==> config.mk <==
export PLATFORM = sky130hd
export DESIGN_NAME = mem_arbiter
export DESIGN_NICKNAME = d
export VERILOG_FILES = /design/src/rtl/mem_arb_pkg.sv /design/src/rtl/mem_arbiter_rr_pick2.sv /design/src/rtl/mem_arbiter.sv
export SDC_FILE = /design/constraint.sdc
export NUM_CORES = 1
export LEC_CHECK = 0
export CAP_MARGIN = 20
export CORE_UTILIZATION = 40
export DETAILED_ROUTE_END_ITERATION = 8
export PLACE_DENSITY_LB_ADDON = 0.15
export SLEW_MARGIN = 20
export SYNTH_ARGS = -nofsm -noshare
export SYNTH_HDL_FRONTEND = slang
export SYNTH_HIERARCHICAL = 1
export SYNTH_SLANG_ARGS = --single-unit
==> constraint.sdc <==
create_clock -name clk -period 2.1 [get_ports clk]
set_input_delay 0.63 -clock clk [delete_from_list [all_inputs] [get_ports clk]]
set_output_delay 0.63 -clock clk [all_outputs]
set_load 0.005 [all_outputs]
==> src/rtl/mem_arb_pkg.sv <==
// Shared definitions for the two-port memory arbiter.
//   state_t          : arbiter FSM encoding (IDLE / ACCESS / DONE)
//   SIZE_*           : data size codes carried on size0/size1 and ram_data_size
//   TIMEOUT_DEFAULT  : default abort limit, in ACCESS cycles
//   wait_cnt_width() : width of the ACCESS wait counter for a given limit
package mem_arb_pkg;

    typedef enum logic [1:0] {
        ST_IDLE   = 2'b00,
        ST_ACCESS = 2'b01,
        ST_DONE   = 2'b10
    } state_t;

    localparam logic [1:0] SIZE_BYTE = 2'b00;
    localparam logic [1:0] SIZE_HALF = 2'b01;
    localparam logic [1:0] SIZE_WORD = 2'b11;

    localparam int TIMEOUT_DEFAULT = 255;

    // The wait counter is never narrower than 8 bits, and grows when the
    // limit no longer fits.
    function automatic int wait_cnt_width(input int timeout);
        if (timeout > 255) begin
            return $clog2(timeout + 1);
        end else begin
            return 8;
        end
    endfunction

endpackage

==> src/rtl/mem_arbiter_rr_pick2.sv <==
// Two-input winner selection for the memory arbiter.
//   req0, req1 : raw access requests (port 0 = file loader, port 1 = CPU)
//   last       : index of the port served most recently
//   boot       : when high only port 0 is eligible
//   valid      : at least one eligible request
//   winner     : index of the selected port (meaningful when valid)
module rr_pick2 (
    input  logic req0,
    input  logic req1,
    input  logic last,
    input  logic boot,
    output logic valid,
    output logic winner
);

    logic elig1_s;

    assign elig1_s = req1 & ~boot;

    // Lone eligible requester wins; a tie goes to the port not served last.
    always_comb begin
        valid = req0 | elig1_s;
        if (req0 && elig1_s) begin
            winner = ~last;
        end else if (elig1_s) begin
            winner = 1'b1;
        end else begin
            winner = 1'b0;
        end
    end

endmodule

==> src/rtl/mem_arbiter.sv <==
// Two-port RAM arbiter: file loader (port 0) and CPU (port 1) share one RAM.
// One access at a time: IDLE picks a winner and latches its request into the
// ram_* registers, ACCESS holds them until ram_mem_done (or the wait limit),
// DONE is a single cycle with the strobes low before the next decision.
//   clk, rst                 : clock and synchronous active-high reset
//   boot                     : port 0 exclusive while high
//   req/addr/wdata/we/sizeX  : per-port request
//   gntX, doneX, err, rdataX : per-port grant, completion pulse, abort flag, read data
//   ram_*                    : registered RAM request, strobes and RAM response
module mem_arbiter
    import mem_arb_pkg::*;
#(
    parameter int TIMEOUT = TIMEOUT_DEFAULT
) (
    input  logic        clk,
    input  logic        rst,
    input  logic        boot,
    input  logic        req0,
    input  logic        req1,
    input  logic [31:0] addr0,
    input  logic [31:0] addr1,
    input  logic [31:0] wdata0,
    input  logic [31:0] wdata1,
    input  logic        we0,
    input  logic        we1,
    input  logic [1:0]  size0,
    input  logic [1:0]  size1,
    output logic        gnt0,
    output logic        gnt1,
    output logic        done0,
    output logic        done1,
    output logic        err,
    output logic [31:0] rdata0,
    output logic [31:0] rdata1,
    output logic [31:0] ram_address,
    output logic [31:0] ram_data_in,
    output logic [1:0]  ram_data_size,
    output logic        ram_cs,
    output logic        ram_we,
    output logic        ram_oe,
    input  logic [31:0] ram_data_out,
    input  logic        ram_mem_done
);

    localparam int CNT_W = wait_cnt_width(TIMEOUT);

    state_t             state_r;
    state_t             next_state_s;
    logic               owner_r;
    logic               last_r;
    logic [CNT_W-1:0]   wait_cnt_r;

    logic               pick_valid_s;
    logic               pick_winner_s;
    logic [31:0]        sel_addr_s;
    logic [31:0]        sel_wdata_s;
    logic               sel_we_s;
    logic [1:0]         sel_size_s;
    logic               timeout_hit_s;
    logic               finish_s;

    logic               gnt0_s;
    logic               gnt1_s;
    logic               cs_s;
    logic               we_s;
    logic               oe_s;
    logic               done0_s;
    logic               done1_s;
    logic               err_s;

    rr_pick2 u_pick (
        .req0   (req0),
        .req1   (req1),
        .last   (last_r),
        .boot   (boot),
        .valid  (pick_valid_s),
        .winner (pick_winner_s)
    );

    // The counter holds completed ACCESS cycles, so the current cycle is the
    // TIMEOUT-th one when it equals TIMEOUT-1. ram_mem_done wins that edge.
    assign timeout_hit_s = (wait_cnt_r == CNT_W'(TIMEOUT - 1));
    assign finish_s      = ram_mem_done | timeout_hit_s;

    // Request fields of the selected port.
    always_comb begin
        if (pick_winner_s) begin
            sel_addr_s  = addr1;
            sel_wdata_s = wdata1;
            sel_we_s    = we1;
            sel_size_s  = size1;
        end else begin
            sel_addr_s  = addr0;
            sel_wdata_s = wdata0;
            sel_we_s    = we0;
            sel_size_s  = size0;
        end
    end

    // FSM state register.
    always_ff @(posedge clk) begin
        if (rst) begin
            state_r <= ST_IDLE;
        end else begin
            state_r <= next_state_s;
        end
    end

    // FSM next-state logic.
    always_comb begin
        next_state_s = state_r;
        case (state_r)
            ST_IDLE: begin
                if (pick_valid_s) begin
                    next_state_s = ST_ACCESS;
                end else begin
                    next_state_s = ST_IDLE;
                end
            end
            ST_ACCESS: begin
                if (finish_s) begin
                    next_state_s = ST_DONE;
                end else begin
                    next_state_s = ST_ACCESS;
                end
            end
            ST_DONE: begin
                next_state_s = ST_IDLE;
            end
            default: begin
                next_state_s = ST_IDLE;
            end
        endcase
    end

    // FSM output logic: next values of the grant, strobe and pulse registers.
    always_comb begin
        gnt0_s  = 1'b0;
        gnt1_s  = 1'b0;
        cs_s    = 1'b0;
        we_s    = 1'b0;
        oe_s    = 1'b0;
        done0_s = 1'b0;
        done1_s = 1'b0;
        err_s   = 1'b0;
        case (state_r)
            ST_IDLE: begin
                if (pick_valid_s) begin
                    gnt0_s = ~pick_winner_s;
                    gnt1_s = pick_winner_s;
                    cs_s   = 1'b1;
                    we_s   = sel_we_s;
                    oe_s   = ~sel_we_s;
                end else begin
                    cs_s   = 1'b0;
                end
            end
            ST_ACCESS: begin
                if (finish_s) begin
                    done0_s = ~owner_r;
                    done1_s = owner_r;
                    err_s   = ~ram_mem_done;
                end else begin
                    gnt0_s  = ~owner_r;
                    gnt1_s  = owner_r;
                    cs_s    = 1'b1;
                    we_s    = ram_we;
                    oe_s    = ~ram_we;
                end
            end
            ST_DONE: begin
                cs_s = 1'b0;
            end
            default: begin
                cs_s = 1'b0;
            end
        endcase
    end

    // Output registers for grants, strobes and completion pulses.
    always_ff @(posedge clk) begin
        if (rst) begin
            gnt0   <= 1'b0;
            gnt1   <= 1'b0;
            ram_cs <= 1'b0;
            ram_we <= 1'b0;
            ram_oe <= 1'b0;
            done0  <= 1'b0;
            done1  <= 1'b0;
            err    <= 1'b0;
        end else begin
            gnt0   <= gnt0_s;
            gnt1   <= gnt1_s;
            ram_cs <= cs_s;
            ram_we <= we_s;
            ram_oe <= oe_s;
            done0  <= done0_s;
            done1  <= done1_s;
            err    <= err_s;
        end
    end

    // Request latch, wait counter, owner/pointer tracking and read capture.
    always_ff @(posedge clk) begin
        if (rst) begin
            owner_r       <= 1'b0;
            last_r        <= 1'b1;
            wait_cnt_r    <= {CNT_W{1'b0}};
            ram_address   <= 32'h0000_0000;
            ram_data_in   <= 32'h0000_0000;
            ram_data_size <= SIZE_BYTE;
            rdata0        <= 32'h0000_0000;
            rdata1        <= 32'h0000_0000;
        end else begin
            case (state_r)
                ST_IDLE: begin
                    if (pick_valid_s) begin
                        owner_r       <= pick_winner_s;
                        wait_cnt_r    <= {CNT_W{1'b0}};
                        ram_address   <= sel_addr_s;
                        ram_data_in   <= sel_wdata_s;
                        ram_data_size <= sel_size_s;
                    end
                end
                ST_ACCESS: begin
                    if (finish_s) begin
                        // Pointer moves on every completion, aborted or not.
                        last_r <= owner_r;
                        if (ram_mem_done && !ram_we) begin
                            if (owner_r) begin
                                rdata1 <= ram_data_out;
                            end else begin
                                rdata0 <= ram_data_out;
                            end
                        end
                    end else begin
                        wait_cnt_r <= wait_cnt_r + 1'b1;
                    end
                end
                default: begin
                end
            endcase
        end
    end

endmodule

==> metrics.log <==
INFO  metric num-fill-cells = 1,247
INFO  metric fin_ws = 0.1057 ns
INFO  metric maxClockFrequency = 0.5014 GHz
INFO  metric share_of_synthesized_area_spent_on_multiplexers = 0.1141
INFO  metric worst_skew_pair.late_latency = 0.42 ns
INFO  metric number_of_sinks_on_the_clock_net = 149
INFO  metric coreArea = 14,530 sq um
INFO  metric drc = 0
INFO  metric outcome = finished, final reports clean
INFO  metric cts_setup_buffers = 0
INFO  metric rows = 44
INFO  metric synthTopCellsByArea = dfxtp_1 (50%), mux2i_1 (11%), nand2_1 (8.5%), a211oi_1 (8.4%), a21oi_1 (5.9%)
INFO  metric critical_path.top_delay_family = buffers and inverters
INFO  metric syn-mean-instance-area = 8.814 sq um
INFO  metric synth_largest_area_cell = dfxtp_1
INFO  metric critPathLaunchType = flip-flop
INFO  metric synthAdderAreaFrac = 0.004188
INFO  metric post-route-period-util = 0.9496
INFO  metric timing.critical_path.slowest_stage_cell = clkdlybuf4s50_1
INFO  metric port_buffers = 309
INFO  metric gp_congestion = 0.8557
INFO  metric antenna_cells = 0
INFO  metric crit_path_end_kind = output pin
INFO  metric worst-path-max-fanout = 7
INFO  metric resized_after_cts = 2
INFO  metric grt_antenna_before_repair = 1
INFO  metric synth.distinct_cells = 38
INFO  metric pin_count_of_the_biggest_net_entering_global_routing = 78
INFO  metric synthToLayoutAreaGrowth = 70.35%
INFO  metric vdd_drop_max = 0.5799 mV
INFO  metric final_stage_net_count = 1,165
INFO  metric synth_top_flop_cell = dfxtp_1
INFO  metric ff_latch_area = 2985 sq um
INFO  metric timing.hold.worst_path_depth = 2
INFO  metric number_of_ports_placed_on_the_die_boundary = 310
INFO  metric timing.final.setup_violations = 0
INFO  metric final_design_area_no_fill = 10,180 sq um
INFO  metric synth_area_in_xor_xnor = 0
INFO  metric yosysWarnings = 6
INFO  metric min-delay-path-class = flip-flop to flip-flop
INFO  metric post_synth_inst_count = 678
INFO  metric timing.setup.critical_path_class = flip-flop to output pin
INFO  metric synth_enable_flop_cells = 0
INFO  metric clock_tree.htree_level_count = 4
INFO  metric overflow = 0
INFO  metric worstSetupPathDepth = 1
INFO  metric fraction_of_final_layout_cells_sized_beyond_drive_strength_1 = 0.08466
INFO  metric final_min_period = 1.994 ns
INFO  metric full_die_area = 15,430 sq um
INFO  metric dp_worst_setup_slack = -0.2605 ns
INFO  metric timing_worst_slew_pin_value = 0.3657 ns
INFO  metric final.setup_skew = 0.007556 ns
INFO  metric die_span_x = 124.2 um
INFO  metric dr_total_vias = 5,865
INFO  metric fp.dieH = 124.2 um
INFO  metric netlist_area = 5976 sq um
INFO  metric floorplan.initialDensity = 0.4112
INFO  metric via_density_per_instance = 4.937
INFO  metric number_of_violations_reported_at_the_end_of_detailed_routing_iteration_0 = 180
INFO  metric ys_seq_elements = 149
INFO  metric critical_path_arrival = 1.36 ns
INFO  metric final_number_of_max_transition_violations = 0
INFO  metric cts_tree = built
INFO  metric number_of_hold_buffers_added_after_cts = 0
INFO  metric grt_first_pass_wirelength = 29.45 mm
INFO  metric power-per-cell-area = 755.2 nW/um^2
INFO  metric reg2regPathDepth = 5
INFO  metric synthesis.nets = 852
INFO  metric rsz0062_at_grt = false
INFO  metric worst_setup_hold_path_clk_slew = 0.06 ns
INFO  metric worstPathCellList = clkdlybuf4s50_1
INFO  metric drt_pass1_iterations = 4
INFO  metric r2r_slack = 0.42 ns
INFO  metric netlist_top_cells_count = dfxtp_1 (149), nand2_1 (135), nor2_1 (72)
INFO  metric post_synth_and_or_nand_nor_area_fraction = 0.1732
INFO  metric synth_largest_type_area_fraction = 0.4992
INFO  metric required = 1.47 ns
INFO  metric cts_root_buffer = clkbuf_16
INFO  metric multi_input_area = 2738 sq um
INFO  metric max_stage_delay = 0.53 ns
INFO  metric route.detailed.wl_per_inst = 15.54 um
INFO  metric postLayoutCoreUtil = 0.7004
INFO  metric synth_compound_gate_area_share = 0.1631
INFO  metric dp.final_hpwl = 13.76 mm
INFO  metric synth.yosys.seq_area_share = 0.4992
INFO  metric postPlaceCellArea = 9563 sq um
INFO  metric postRouteAntennaNets = 0
INFO  metric ys_async_sr_fraction = 0
INFO  metric finalWirelength = 18.46 mm
INFO  metric hold_violations = 0
INFO  metric timing.max_slew.rel_slack = 0.7559
INFO  metric groute.usage.overall = 0.2419
INFO  metric max_cap_viol_count = 0
INFO  metric tritoncts.num_buffers = 17
INFO  metric cp.buffers_inverters = 1
INFO  metric synth_top_family_by_area = simple AND/OR/NAND/NOR gates
INFO  metric cts-root-to-sink-buffers = 2
INFO  metric power.static_leakage = 3.634 nW
INFO  metric post-synth-top-count-cell = dfxtp_1
INFO  metric grt_pass1_vias = 5,805
[layout make-up]
type | instances | share of cell area
Timing Repair Buffer | 353 | 0.3545
Sequential cell | 149 | 0.2933
Multi-Input combinational cell | 469 | 0.2689
Clock buffer | 19 | 0.04351
Tap cell | 184 | 0.02262
Clock inverter | 13 | 0.01684
Inverter | 1 | 0.0003687
[placed cells by master (no fill, tap or decap), types with 2 or more instances in the layout]
cell type,instances
clkdlybuf4s50_1,308
dfxtp_1,147
nand2_1,135
nor2_1,72
a21oi_1,71
mux2i_1,67
a211oi_1,67
buf_4,30
clkbuf_16,17
buf_12,15
nand3_1,12
nor3_1,6
a31oi_1,4
inv_6,4
or4_1,3
o21ai_0,3
bufinv_16,3
clkinv_4,3
nand2b_4,2
nor3b_2,2
o211ai_1,2
o21a_1,2
nand2b_1,2
o22a_1,2
ha_1,2
clkinvlp_4,2
dfxtp_2,2
[logic make-up (layout without fill, tap and decap cells)]
group | count (synthesis) | in the layout
simple gates | 244 | 244
compound gates | 155 | 155
flops | 149 | 149
fa+ha+maj | 2 | 2
buf+inv | 60 | 386
mux | 68 | 68
[path summary, 6_finish.rpt]
path              start   endpoint
max          state_r[0]     ram_cs
min           rdata1[1]  rdata1[1]
max reg2reg  state_r[1]  rdata0[8]
min reg2reg   rdata1[1]  rdata1[1]
[routing by layer]
metal / share of wire / GRT usage / vias to the layer above / wire length, um
li1: - / - / 2980 / -
met3: 0.065 / 0.06940 / 14 / 1196
met4: 0.011 / 0.07016 / 2 / 208
met5: 0.00070 / 0 / - / 13
met1: 0.42 / 0.2856 / 2675 / 7816
met2: 0.50 / 0.4228 / 194 / 9226
[state kept, by name (all words and copies together) (netlist names)]
name           flops
ram_address       32
ram_data_in       32
rdata0            32
rdata1            32
wait_cnt_r         8
ram_data_size      2
state_r            2
done0              1
done1              1
err                1
gnt0               1
gnt1               1
last_r             1
owner_r            1
ram_oe             1
ram_we             1
[power breakdown]
part | switching, mW | leakage (nW) | internal, mW
Combinational | 0.553 | 2.12 | 0.880
Sequential | 0.103 | 1.22 | 3.01
Clock | 1.22 | 0.295 | 1.92
Total | 1.88 | 3.63 | 5.81
[metrics by stage]
| stage | std cells | power, mW | TNS, ns | hold slack [ns] |
|---|---|---|---|---|
| 5_1_grt | 1188 | 8.005 | 0 | 0.4765 |
| 3_5_place_dp | 1156 | 4.611 | -14.68 | 0.4453 |
| 2_1_floorplan | 678 | 3.669 | 0 | 0.4527 |
| 3_3_place_gp | 1156 | 4.597 | -10.97 | 0.4408 |
| 6_report | 1188 | 7.687 | 0 | 0.4510 |
| 4_1_cts | 1188 | 7.758 | 0 | 0.4537 |
Note: power is estimated with default switching activity, not from simulation.
